**src/rtl/playback_sequencer_pkg.sv**
```systemverilog
// rtl/playback_sequencer_pkg.sv - shared encodings and defaults for the playback sequencer
package playback_sequencer_pkg;

  localparam int unsigned DATA_WIDTH_DEF = 8;
  localparam int unsigned DEPTH_BIT_DEF  = 8;

  // Song entry layout: {note[7:3], len[2:0]}, note 0 is a rest
  localparam int NOTE_MSB = 7;
  localparam int NOTE_LSB = 3;
  localparam int LEN_MSB  = 2;
  localparam int LEN_LSB  = 0;
  localparam int NOTE_W   = NOTE_MSB - NOTE_LSB + 1;

  typedef enum logic [1:0] {
    MODE_AUTOPLAY = 2'b00,
    MODE_LEARNING = 2'b01,
    MODE_GAME     = 2'b10,
    MODE_OTHER    = 2'b11
  } mode_e;

  typedef enum logic [2:0] {
    S_IDLE,
    S_RST_PTR,
    S_FETCH,
    S_WAIT_DATA,
    S_PLAY,
    S_HOLD,
    S_GAP,
    S_DONE
  } seq_state_e;

endpackage

```
**src/rtl/playback_sequencer_prescaler.sv**
```systemverilog
// rtl/playback_sequencer_prescaler.sv - beat tick divider with enable and synchronous clear
module beat_prescaler
  import playback_sequencer_pkg::*;
#(
  parameter int unsigned TICK_DIV = 12_500_000
) (
  input  logic clk_i,
  input  logic rst_i,
  input  logic en_i,
  input  logic clr_i,
  output logic tick_o
);

  localparam int unsigned CW = (TICK_DIV > 2) ? $clog2(TICK_DIV) : 1;
  localparam logic [CW-1:0] LAST = CW'(TICK_DIV - 1);

  logic [CW-1:0] cnt_q;
  logic [CW-1:0] cnt_d;

  assign tick_o = en_i && !clr_i && (cnt_q == LAST);

  always_comb begin
    cnt_d = cnt_q;
    if (clr_i) begin
      cnt_d = '0;
    end else if (en_i) begin
      cnt_d = tick_o ? '0 : cnt_q + CW'(1);
    end
  end

  always_ff @(posedge clk_i) begin
    if (rst_i) begin
      cnt_q <= '0;
    end else begin
      cnt_q <= cnt_d;
    end
  end

endmodule

```
**src/rtl/playback_sequencer.sv**
```systemverilog
// rtl/playback_sequencer.sv - fetches song entries and times each note in beat ticks
module playback_sequencer
  import playback_sequencer_pkg::*;
#(
  parameter int unsigned DATA_WIDTH = DATA_WIDTH_DEF,
  parameter int unsigned DEPTH_BIT  = DEPTH_BIT_DEF,
  parameter int unsigned TICK_DIV   = 12_500_000,
  parameter int unsigned GAP_TICKS  = 1,
  parameter int unsigned RD_TIMEOUT = 16
) (
  input  logic                  clk_i,
  input  logic                  rst_i,
  input  logic [1:0]            mode_i,
  input  logic                  start_i,
  input  logic                  pause_i,
  input  logic                  stop_i,
  input  logic                  key_hit_i,
  input  logic [NOTE_W-1:0]     key_note_i,
  input  logic [DATA_WIDTH-1:0] mem_data_i,
  input  logic                  mem_output_ready_i,
  input  logic [DEPTH_BIT-1:0]  mem_duration_i,
  output logic                  mem_read_en_o,
  output logic                  mem_read_rst_o,
  output logic [NOTE_W-1:0]     note_out_o,
  output logic                  note_valid_o,
  output logic [DEPTH_BIT-1:0]  note_index_o,
  output logic                  busy_o,
  output logic                  done_o,
  output logic                  err_o
);

  localparam int unsigned TW = (RD_TIMEOUT > 1) ? $clog2(RD_TIMEOUT) : 1;
  localparam int unsigned GW = (GAP_TICKS > 1) ? $clog2(GAP_TICKS) : 1;

  seq_state_e           state_q;
  logic [NOTE_W-1:0]    note_q;
  logic [3:0]           beats_q;
  logic [GW-1:0]        gap_q;
  logic [TW-1:0]        timer_q;
  logic [DEPTH_BIT-1:0] idx_q;
  logic                 err_q, done_q, rd_en_q, rd_rst_q, nv_q;

  mode_e                mode;
  logic                 tick, presc_en, presc_clr, abort, last_entry, gap_over;
  logic [DEPTH_BIT:0]   idx_inc;

  assign mode       = mode_e'(mode_i);
  assign abort      = (state_q != S_IDLE) && (stop_i || mode == MODE_OTHER);
  assign idx_inc    = {1'b0, idx_q} + (DEPTH_BIT + 1)'(1);
  assign last_entry = (idx_inc == {1'b0, mem_duration_i});
  assign gap_over   = (GAP_TICKS == 0) || (tick && gap_q == GW'(GAP_TICKS - 1));

  // Holding the prescaler clear through WAIT_DATA means every note starts on a fresh beat
  assign presc_en  = (state_q == S_PLAY || state_q == S_GAP) && !pause_i;
  assign presc_clr = (state_q == S_WAIT_DATA);

  beat_prescaler #(.TICK_DIV(TICK_DIV)) u_prescaler (
    .clk_i  (clk_i),
    .rst_i  (rst_i),
    .en_i   (presc_en),
    .clr_i  (presc_clr),
    .tick_o (tick)
  );

  always_ff @(posedge clk_i) begin
    if (rst_i) begin
      state_q  <= S_IDLE;
      note_q   <= '0;
      beats_q  <= '0;
      gap_q    <= '0;
      timer_q  <= '0;
      idx_q    <= '0;
      err_q    <= 1'b0;
      done_q   <= 1'b0;
      rd_en_q  <= 1'b0;
      rd_rst_q <= 1'b0;
      nv_q     <= 1'b0;
    end else begin
      rd_en_q  <= 1'b0;
      rd_rst_q <= 1'b0;
      done_q   <= 1'b0;
      if (abort) begin
        state_q  <= S_IDLE;
        rd_rst_q <= 1'b1;
        nv_q     <= 1'b0;
        note_q   <= '0;
      end else begin
        case (state_q)
          S_IDLE: begin
            if (start_i && mode != MODE_OTHER) begin
              err_q    <= 1'b0;
              idx_q    <= '0;
              rd_rst_q <= 1'b1;
              state_q  <= S_RST_PTR;
            end
          end
          S_RST_PTR: begin
            if (mem_duration_i == '0) begin
              done_q  <= 1'b1;
              state_q <= S_DONE;
            end else begin
              rd_en_q <= 1'b1;
              state_q <= S_FETCH;
            end
          end
          S_FETCH: begin
            timer_q <= '0;
            state_q <= S_WAIT_DATA;
          end
          S_WAIT_DATA: begin
            if (mem_output_ready_i) begin
              note_q  <= mem_data_i[NOTE_MSB:NOTE_LSB];
              beats_q <= {1'b0, mem_data_i[LEN_MSB:LEN_LSB]} + 4'd1;
              nv_q    <= (mem_data_i[NOTE_MSB:NOTE_LSB] != '0);
              state_q <= S_PLAY;
            end else if (timer_q == TW'(RD_TIMEOUT - 1)) begin
              err_q   <= 1'b1;
              done_q  <= 1'b1;
              state_q <= S_DONE;
            end else begin
              timer_q <= timer_q + TW'(1);
            end
          end
          S_PLAY: begin
            if (tick) begin
              if (beats_q == 4'd1) begin
                if (mode == MODE_LEARNING && note_q != '0) begin
                  state_q <= S_HOLD;
                end else begin
                  nv_q    <= 1'b0;
                  note_q  <= '0;
                  gap_q   <= '0;
                  state_q <= S_GAP;
                end
              end else begin
                beats_q <= beats_q - 4'd1;
              end
            end
          end
          S_HOLD: begin
            if (key_hit_i && key_note_i == note_q) begin
              nv_q    <= 1'b0;
              note_q  <= '0;
              gap_q   <= '0;
              state_q <= S_GAP;
            end
          end
          S_GAP: begin
            if (gap_over) begin
              if (last_entry) begin
                done_q  <= 1'b1;
                state_q <= S_DONE;
              end else begin
                idx_q   <= idx_inc[DEPTH_BIT-1:0];
                rd_en_q <= 1'b1;
                state_q <= S_FETCH;
              end
            end else if (tick) begin
              gap_q <= gap_q + GW'(1);
            end
          end
          S_DONE: begin
            state_q <= S_IDLE;
          end
          default: begin
            state_q <= S_IDLE;
          end
        endcase
      end
    end
  end

  assign mem_read_en_o  = rd_en_q;
  assign mem_read_rst_o = rd_rst_q;
  assign note_out_o     = note_q;
  assign note_valid_o   = nv_q && !pause_i;
  assign note_index_o   = idx_q;
  assign busy_o         = (state_q != S_IDLE);
  assign done_o         = done_q;
  assign err_o          = err_q;

endmodule
```
**config.mk**
```make
export PLATFORM = sky130hd
export DESIGN_NAME = playback_sequencer
export DESIGN_NICKNAME = d
export VERILOG_FILES = /design/src/rtl/playback_sequencer_pkg.sv /design/src/rtl/playback_sequencer_prescaler.sv /design/src/rtl/playback_sequencer.sv
export SDC_FILE = /design/constraint.sdc
export NUM_CORES = 1
export LEC_CHECK = 0
export ABC_AREA = 1
export CORE_UTILIZATION = 50
export CTS_CLUSTER_SIZE = 10
export DETAILED_ROUTE_END_ITERATION = 10
export PLACE_DENSITY = 0.77
export SLEW_MARGIN = 20
export SYNTH_ARGS = -nofsm -noshare
export SYNTH_HDL_FRONTEND = slang
export SYNTH_SLANG_ARGS = --single-unit
```
**constraint.sdc**
```tcl
create_clock -name clk_i -period 1.7 [get_ports clk_i]
set_input_delay 0.255 -clock clk_i [delete_from_list [all_inputs] [get_ports clk_i]]
set_output_delay 0.255 -clock clk_i [all_outputs]
set_load 0.02 [all_outputs]
```
==> results.cfg, run 1 <==
[layout]
fin_cells = 809
n_antenna_cell = 0
area_growth_syn_to_layout_pct = 58.47
fillCellCount = 439
final_cell_mix = nand2_1 (107), buf_4 (93), nor2_1 (71), inv_1 (61), clkdlybuf4s50_1 (41)
fin_util_pct = 82.40
finalInstanceArea_sq_um = 5629
fin_nets = 748
final_common_cell = nand2_1
drive_above_1_share_pct = 33.66

[sta]
maxSlewViolCount = 0
clock.fmax_mhz = 531.5
worst_slack_ns = -0.1814
fin_crit_ns = 1.881
hold_viol = 0
slew-limit-headroom_pct = 75.75
fin_skew_ns = 0.007044
finalSetupViolCount = 26
final.period_utilization_pct = 110.7
rsz0062_at_grt = true
tightestPinTransition_ns = 0.3624

[worst_setup_path]
cp_cell_sequence = ha_4, xor2_1, nor2_1, nand3_2, nor2_4, buf_12, nand4_4, a21oi_1, nor2_1
reg2reg_to = note_index_o[3]
cp_common_cell = nor2_1
r2r_setup_slack_ns = -0.18
crit_family = simple AND/OR/NAND/NOR gates
r2r_start = note_index_o[1]
critPathSlowestCell = dfxtp_4
critPathMaxFanout = 5
crit_required_ns = 1.91
endpoint = note_index_o[3]
critPathMaxStageDelay_ns = 0.38
cp.depth = 9
cp-start-kind = flip-flop
ff2ff_path_depth = 9
cp-end-kind = flip-flop
crit_buf_inv = 1
arrival_ns = 2.09
critPathLaunch = note_index_o[1]
worstSetupPathType = flip-flop to flip-flop

[floorplan]
core_sq_um = 6832
floorplan.initialDensity_pct = 52.00
io_pins = 49
die_area_sq_um = 7445
die_h_um = 86.29
num_rows = 30
die_width_um = 86.29

[global_routing]
grt_pass1_wl_um = 17680
antenna_found_initial = 0
grt_max_degree = 19
overflow = 0
first_global_vias = 4032
grt_use_total_pct = 29.85

[flow_run]
drv_cap = 0

[route]
drt_iter0_markers = 361
dr.pass1.iters = 5
via_count = 4462
routed_wl_um = 12550
avgViaCountPerCell = 5.515
drc = 0
avgRoutedWirePerCell_um = 15.51
antenna_left = 0

[hold_path]
hold_class = flip-flop to flip-flop

[power]
cellPowerDensity_nw_per_um2 = 878.1
vdd_drop_max_mv = 0.6916
cellLeakagePower_uw = 0.002489

[synth]
synth_fp_nets = 590
yosysSeqAreaShare_pct = 30.43
ys.flop_type = dfxtp_1
muxShareOfSynthArea_pct = 0
synth_top_family_by_area = simple AND/OR/NAND/NOR gates
synth_edf_count = 0
netlist-cell-type-count = 39
postSynthCellCount = 554
yosys_warnings = 0
syn_area_per_cell_sq_um = 6.412
synth_compound_area_share_pct = 10.14
synthSimpleGateAreaFrac_pct = 44.77
synth_xor_area_share_pct = 3.698
syn_area_sq_um = 3552
synth-seq-cells = 54
async_flop_share_pct = 0
synth_adder_area_share_pct = 2.113

[outcome]
violations = negative setup slack
outcome = finished, violations left

[placed_design]
dp_slack_ns = -0.4085
io_buffers = 48
post_dp_cell_area_sq_um = 4813
gp_congestion = 0.9232
dp_cells = 773
hpwl_um = 7681

[clock_tree]
cts_buffers = 5
cts_root_buffer = clkbuf_8
cts_tree = done
clock_path_buffers = 2
clk_pin_slew_worst_paths_ns = 0.10
worstSkewPairLatency_ns = 0.31
cts.sinks = 54
cts_htree_levels = 2
-- sequential cells by signal, summed over array words and instances (netlist names), 3 cells and up --
register           cells
u_prescaler.cnt_q     24
note_index_o           8
note_out_o             5
beats_q                4
timer_q                4
state_q                3
-- stage by stage --
stage | hold WS (ns) | total power (uW) | TNS [ns]
final | 0.4978 | 4943 | -2.654
after global routing | 0.5331 | 5231 | -5.415
after CTS | 0.4886 | 4621 | -1.098
after detailed placement | 0.4734 | 3588 | -10.50
after global placement | 0.4676 | 3544 | -8.522
after floorplan | 0.3241 | 2718 | 0
-- kinds of logic (layout without fill, tap and decap cells) --
group,count (synthesis),in the layout
XOR/XNOR,15,15
AO/OA/AOI/OAI,65,65
flip-flops,54,54
buffers and inverters,79,235
adder cells (fa/ha/maj),6,6
AND/OR/NAND/NOR,335,338
-- tightest hold or removal path, cell delays in order (launching register included) --
cell	delay, ns
dfxtp_1	0.34
nand2_1	0.07
a21oi_1	0.05
-- area by class of cell --
cell class | instances | area, sq um | share of cell area, %
multi-input cells | 424 | 2616 | 46.48
repair buffers | 153 | 1385 | 24.61
flip-flops and latches | 54 | 1117 | 19.85
inverters | 74 | 280.3 | 4.979
well taps | 96 | 120.1 | 2.134
clock buffers | 6 | 72.57 | 1.289
clock inverters | 2 | 37.54 | 0.6668
-- how the worst min path moves through the flow --
stage / from / end / slack (ns) / cells after the start
after floorplan: rst_i / beats_q[3] / 0.32 / 1
after global placement: u_prescaler.cnt_q[14] / u_prescaler.cnt_q[14] / 0.47 / 2
after detailed placement: u_prescaler.cnt_q[14] / u_prescaler.cnt_q[14] / 0.47 / 2
after CTS: u_prescaler.cnt_q[14] / u_prescaler.cnt_q[14] / 0.49 / 2
after global routing: u_prescaler.cnt_q[14] / u_prescaler.cnt_q[14] / 0.53 / 2
final: beats_q[3] / beats_q[3] / 0.50 / 2
-- where the power goes --
group	total [uW]	internal, uW	switching (uW)
sequential	1590	1420	165
combinational	2490	1140	1350
clock	867	440	427
-- cells in the mapped netlist (2+ instances only) --
master	n	area [sq um]
nand4_4	2	42.54
a211oi_1	5	37.54
or2_2	3	18.77
inv_2	5	18.77
dfxtp_1	54	1081
o21a_1	2	15.01
a21oi_1	32	160.2
ha_1	6	75.07
xor2_1	10	87.58
nor3b_1	4	30.03
nor2_1	83	311.6
buf_6	2	22.52
nand2_2	3	18.77
buf_2	2	10.01
inv_1	69	259.0
nor2_4	5	56.30
a21o_1	2	15.01
nand3_2	2	20.02
nand3_1	53	265.3
nand4_1	16	100.1
nor2_2	6	37.54
nor3_1	21	105.1
nand2_1	128	480.5
nor3_4	2	32.53
o21bai_1	2	15.01
o21ai_0	18	90.09
xnor2_1	5	43.79
-- per-layer routing --
metal	global-route usage, %	share of wire, %
met1	35.97	40
met2	51.66	51
met3	4.476	5.2
met4	15.15	3.6
met5	0	0
-- timing repair --
action / in CTS / in global routing
endpoints found under the setup margin: 29 / 49
hold buffers: 0 / 0
setup buffers: 11 / 16
pin swaps: 7 / 24
gates cloned: 3 / 1
resized for setup: 33 / 93
Note: power is estimated with default switching activity, not from simulation.
==> run 2: changes to the inputs <==
- ABC_CLOCK_PERIOD_IN_PS: not set -> 1700
- MAX_ROUTING_LAYER: not set -> met4
- REMOVE_ABC_BUFFERS: not set -> 1
==> run 2 against run 1 <==
Against the previous run: the run still ends with negative setup slack left; via count up 4.3%; core utilization increased by 1.0 points; highest routed layer unchanged; sequential power about the same; worst setup slack got worse by 0.058 ns.
==> results.cfg, run 2 (synthesis gave the netlist of run 1 again) <==
[outcome]
outcome = finished, violations left
violations = negative setup slack

[worst_setup_path]
critPathMaxFanout = 4
cp-end-kind = flip-flop
cp_cell_sequence = ha_4, inv_1, nand2_2, nand2_1, nand2_1, nand2_1, nand3_2, nor2_4, buf_4, nand4_2, nand3_1, nand2_1, nor2_1
crit_buf_inv = 2
cp-start-kind = flip-flop
critPathSlowestCell = dfxtp_4
critPathMaxStageDelay_ns = 0.37
crit_family = simple AND/OR/NAND/NOR gates
cp_common_cell = nand2_1
worstSetupPathType = flip-flop to flip-flop
arrival_ns = 2.20
crit_required_ns = 1.96

[clock_tree]
cts_root_buffer = clkbuf_8
cts.sinks = 54
clk_pin_slew_worst_paths_ns = 0.11
cts_htree_levels = 2
clock_path_buffers = 2
cts_tree = done
postCtsHoldBufs = 0
cts_buffers = 5
worstSkewPairLatency_ns = 0.33

[layout]
n_antenna_cell = 0
largest_reg_flops = 24
final_common_cell = buf_4
top_register = u_prescaler.cnt_q
fin_nets = 770
final_cell_mix = buf_4 (113), nand2_1 (111), nor2_1 (69), inv_1 (63), dfxtp_1 (41)
drive_above_1_share_pct = 34.56
fin_cells = 831
area_growth_syn_to_layout_pct = 60.48

[route]
avgRoutedWirePerCell_um = 15.36
dr.pass1.iters = 5
antenna_left = 0
via_count = 4656
routed_wl_um = 12770
drt_iter0_markers = 418
drc = 0
avgViaCountPerCell = 5.603

[global_routing]
grt_pass1_wl_um = 18170
antenna_found_initial = 0
first_global_vias = 4140
overflow = 0
grt_use_total_pct = 31.34
grt_max_degree = 18

[floorplan]
core_sq_um = 6832
num_rows = 30
die_area_sq_um = 7445
io_pins = 49
die_h_um = 86.29
die_width_um = 86.29
floorplan.initialDensity_pct = 52.00

[sta]
slew-limit-headroom_pct = 76.78
maxSlewViolCount = 0
clock.fmax_mhz = 515.5
hold_viol = 0
rsz0062_at_grt = true
fin_setup_tns_ns = -3.261
worst_slack_ns = -0.2399
fin_crit_ns = 1.940
tightestPinTransition_ns = 0.3447
fin_skew_ns = 0.01436
finalSetupViolCount = 25
final.period_utilization_pct = 114.1
whs_ns = 0.4923

[placed_design]
dp_cells = 797
io_buffers = 48
hpwl_um = 8055
gp_congestion = 0.9714

[power]
cellLeakagePower_uw = 0.002552
cellPowerDensity_nw_per_um2 = 855.2
vdd_drop_max_mv = 0.5946
total_power_uw = 4875

[hold_path]
hold_class = flip-flop to flip-flop

[flow_run]
drv_cap = 0
## run 2: final cells by class
| cell class | count | area, sq um |
|---|---|---|
| inverters | 74 | 282.8 |
| clock buffers | 6 | 82.58 |
| well taps | 96 | 120.1 |
| multi-input cells | 424 | 2581 |
| flip-flops and latches | 54 | 1105 |
| repair buffers | 175 | 1513 |
| fillers | 387 | 1131 |
| clock inverters | 2 | 16.27 |
## run 2: final timing paths
path              startpoint              end  slack [ns]  cells past startpoint
min reg2reg            err_o            err_o        0.49                      2
min                    err_o            err_o        0.49                      2
max reg2reg  note_index_o[1]  note_index_o[0]       -0.24                     13
max          note_index_o[1]  note_index_o[0]       -0.24                     13
## run 2: routing by layer
layer | track usage, % | share of wire, % | wire, um
met4 | 10.45 | 3.9 | 497
met2 | 51.37 | 47 | 6058
met5 | - | 0 | 0
met3 | 4.095 | 8.7 | 1110
met1 | 39.95 | 40 | 5101
## run 2: what timing repair did
item / 4_1_cts / 5_1_grt
setup buffers: 7 / 17
resized for setup: 60 / 80
pin swaps: 20 / 25
hold endpoints to repair: 0 / 0
gates cloned: 2 / 1
endpoints found under the setup margin: 31 / 50
## run 2: stage by stage
stage | util (%) | setup WS, ns | area (sq um)
after floorplan | - | -0.2175 | 3516
after global placement | 72.05 | -0.3660 | 4922
after detailed placement | 72.05 | -0.3831 | 4922
after CTS | 77.42 | -0.1146 | 5289
after global routing | 83.44 | -0.3185 | 5700
final | 83.44 | -0.2399 | 5700
## run 2: power breakdown
group / internal [uW] / switching, uW
registers: 1420 / 150
clock network: 337 / 476
logic: 1150 / 1350
total: 2900 / 1970
## run 2: worst min-delay path, stage by stage, from the launching register on
cell	delay [ns]
dfxtp_1	0.34
a41oi_1	0.04
nor2_1	0.07
==> run 3: changes to the inputs <==
- ABC_CLOCK_PERIOD_IN_PS: 1700 -> 2400
- PLACE_DENSITY: 0.77 -> 0.74
- clock period: 1.7 -> 2.4 ns (I/O delays scaled with it)
==> run 3 against run 2 <==
Against the previous run: the flow now finishes without violations; first-iteration DRC count shrank 46%; critical path depth shrank 10; global-route usage shrank 5.9 points; clock skew shrank 0.0017 ns; routed wire length shrank 33%; clock power shrank 20%; power shrank 40%; sequential cell count is the same; clock-buffer cell count shrank 1; critical path type is now flip-flop to output port; critical endpoint is now busy_o; largest cell class unchanged; largest power group unchanged.
==> results.cfg, run 3 (synthesis gave the netlist of run 1 again) <==
[clock_tree]
worstSkewPairLatency_ns = 0.31
clock_path_buffers = 2
cts_buffers = 5
clk_pin_slew_worst_paths_ns = 0.10
postCtsSetupBuffers = 0
cts.sinks = 54
postCtsHoldBufs = 0
cts_tree = done
cts_htree_levels = 2
cts_root_buffer = clkbuf_8
cts.repair.resized = 0

[power]
total_power_uw = 2904
seq_power_share_pct = 38.1
vdd_drop_max_mv = 0.4854
p_int_uw = 1783
p_switching_uw = 1121
clkPwrFrac_pct = 22.3
combinationalPowerShare_pct = 39.6
cellLeakagePower_uw = 0.001771
power_switching_share_pct = 38.62
cellPowerDensity_nw_per_um2 = 679.2

[hold_path]
hold_class = flip-flop to flip-flop

[layout]
fin_nets = 644
final_cell_mix = nand2_1 (128), nor2_1 (83), inv_1 (69), dfxtp_1 (54), nand3_1 (53)
final_common_cell = nand2_1
fillCellCount = 664
largest_reg_flops = 24
area_growth_syn_to_layout_pct = 20.36
drive_above_1_share_pct = 6.897
fin_cells = 705
n_antenna_cell = 0
top_register = u_prescaler.cnt_q

[sta]
fin_skew_ns = 0.01269
clock.fmax_mhz = 456.6
whs_ns = 0.4967
worst_slack_ns = 0.2097
hold_viol = 0
rsz0062_at_grt = false
finalSetupViolCount = 0
maxSlewViolCount = 0
tightestPinTransition_ns = 0.4400
slew-limit-headroom_pct = 70.36
fin_setup_tns_ns = 0
fin_crit_ns = 2.190
final.period_utilization_pct = 91.26

[floorplan]
core_sq_um = 6832
num_rows = 30
die_area_sq_um = 7445
floorplan.initialDensity_pct = 52.00
die_h_um = 86.29
die_width_um = 86.29
io_pins = 49

[global_routing]
grt_use_total_pct = 25.42
antenna_found_initial = 0
overflow = 0
first_global_vias = 3275
grt_max_degree = 19
grt_pass1_wl_um = 14800

[placed_design]
dp_slack_ns = 0.1827
hpwl_um = 6743
gp_congestion = 0.9518
io_buffers = 48
dp_cells = 697

[route]
routed_wl_um = 8617
via_count = 3715
routed.top_layer = met4
antenna_left = 0
drt_iter0_markers = 227
wl_met3_um = 524
drc = 0
avgViaCountPerCell = 5.270
wl_met2_um = 3723
drt-met1-wl_um = 4306
avgRoutedWirePerCell_um = 12.22
dr.pass1.iters = 5

[flow_run]
drv_cap = 0

[worst_setup_path]
critPathMaxFanout = 6
worstSetupPathType = flip-flop to output port
arrival_ns = 1.83
cp-end-kind = output port
r2r_setup_slack_ns = 0.34
crit_required_ns = 2.04
cp-start-kind = flip-flop

[outcome]
outcome = completed
-- run 3: cell types whose count changed in the layout (fill, tap and decap cells not counted), sizes merged --
cell           previous run  this run
buf                     127         4
bufinv                    0         1
clkbuf                    6         5
clkdlybuf4s50            40        48
clkinvlp                  1         0
dlygate4sd2               3         0
dlymetal6s2s              5         0
inv                      75        76
nand4                    21        18
-- run 3: cell type report --
type / instances / area (sq um) / share of cell area (%)
flip-flops and latches: 54 / 1081 / 25.29
clock buffers: 5 / 68.82 / 1.610
inverters: 74 / 277.8 / 6.497
repair buffers: 52 / 523.0 / 12.23
multi-input cells: 421 / 2157 / 50.45
clock inverters: 3 / 47.55 / 1.112
well taps: 96 / 120.1 / 2.809
-- run 3: critical path, cell delays in order (launching register included) --
cell,delay [ns]
dfxtp_1,0.51
inv_2,0.13
nand2_1,0.22
clkdlybuf4s50_1,0.65
-- run 3: metal layers --
| metal | GRT usage, % | up-vias |
|---|---|---|
| met5 | - | - |
| met4 | 5.455 | 0 |
| met3 | 3.524 | 6 |
| met2 | 38.74 | 116 |
| met1 | 35.85 | 1666 |
| li1 | - | 1927 |
-- run 3: power groups by stage --
| stage | logic [uW] | registers (uW) | clock network [uW] |
|---|---|---|---|
| floorplan | 689 | 1180 | 0 |
| global placement | 1120 | 1120 | 0 |
| detailed placement | 1140 | 1130 | 0 |
| CTS | 1150 | 1100 | 667 |
| global route | 1290 | 1120 | 703 |
| finish | 1150 | 1110 | 648 |
-- run 3: metrics by stage --
step / utilization [%] / area [sq um]
after global routing: 62.58 / 4275
after global placement: 60.88 / 4159
final: 62.58 / 4275
after CTS: 62.58 / 4275
after detailed placement: 60.88 / 4159
after floorplan: - / 3516
-- run 3: worst paths after layout --
| check | depth (start not counted) | end | from |
|---|---|---|---|
| setup / recovery | 3 | busy_o | state_q[2] |
| setup reg to reg | 13 | note_out_o[0] | u_prescaler.cnt_q[0] |
| hold / removal | 2 | u_prescaler.cnt_q[22] | u_prescaler.cnt_q[22] |
| hold reg to reg | 2 | u_prescaler.cnt_q[22] | u_prescaler.cnt_q[22] |
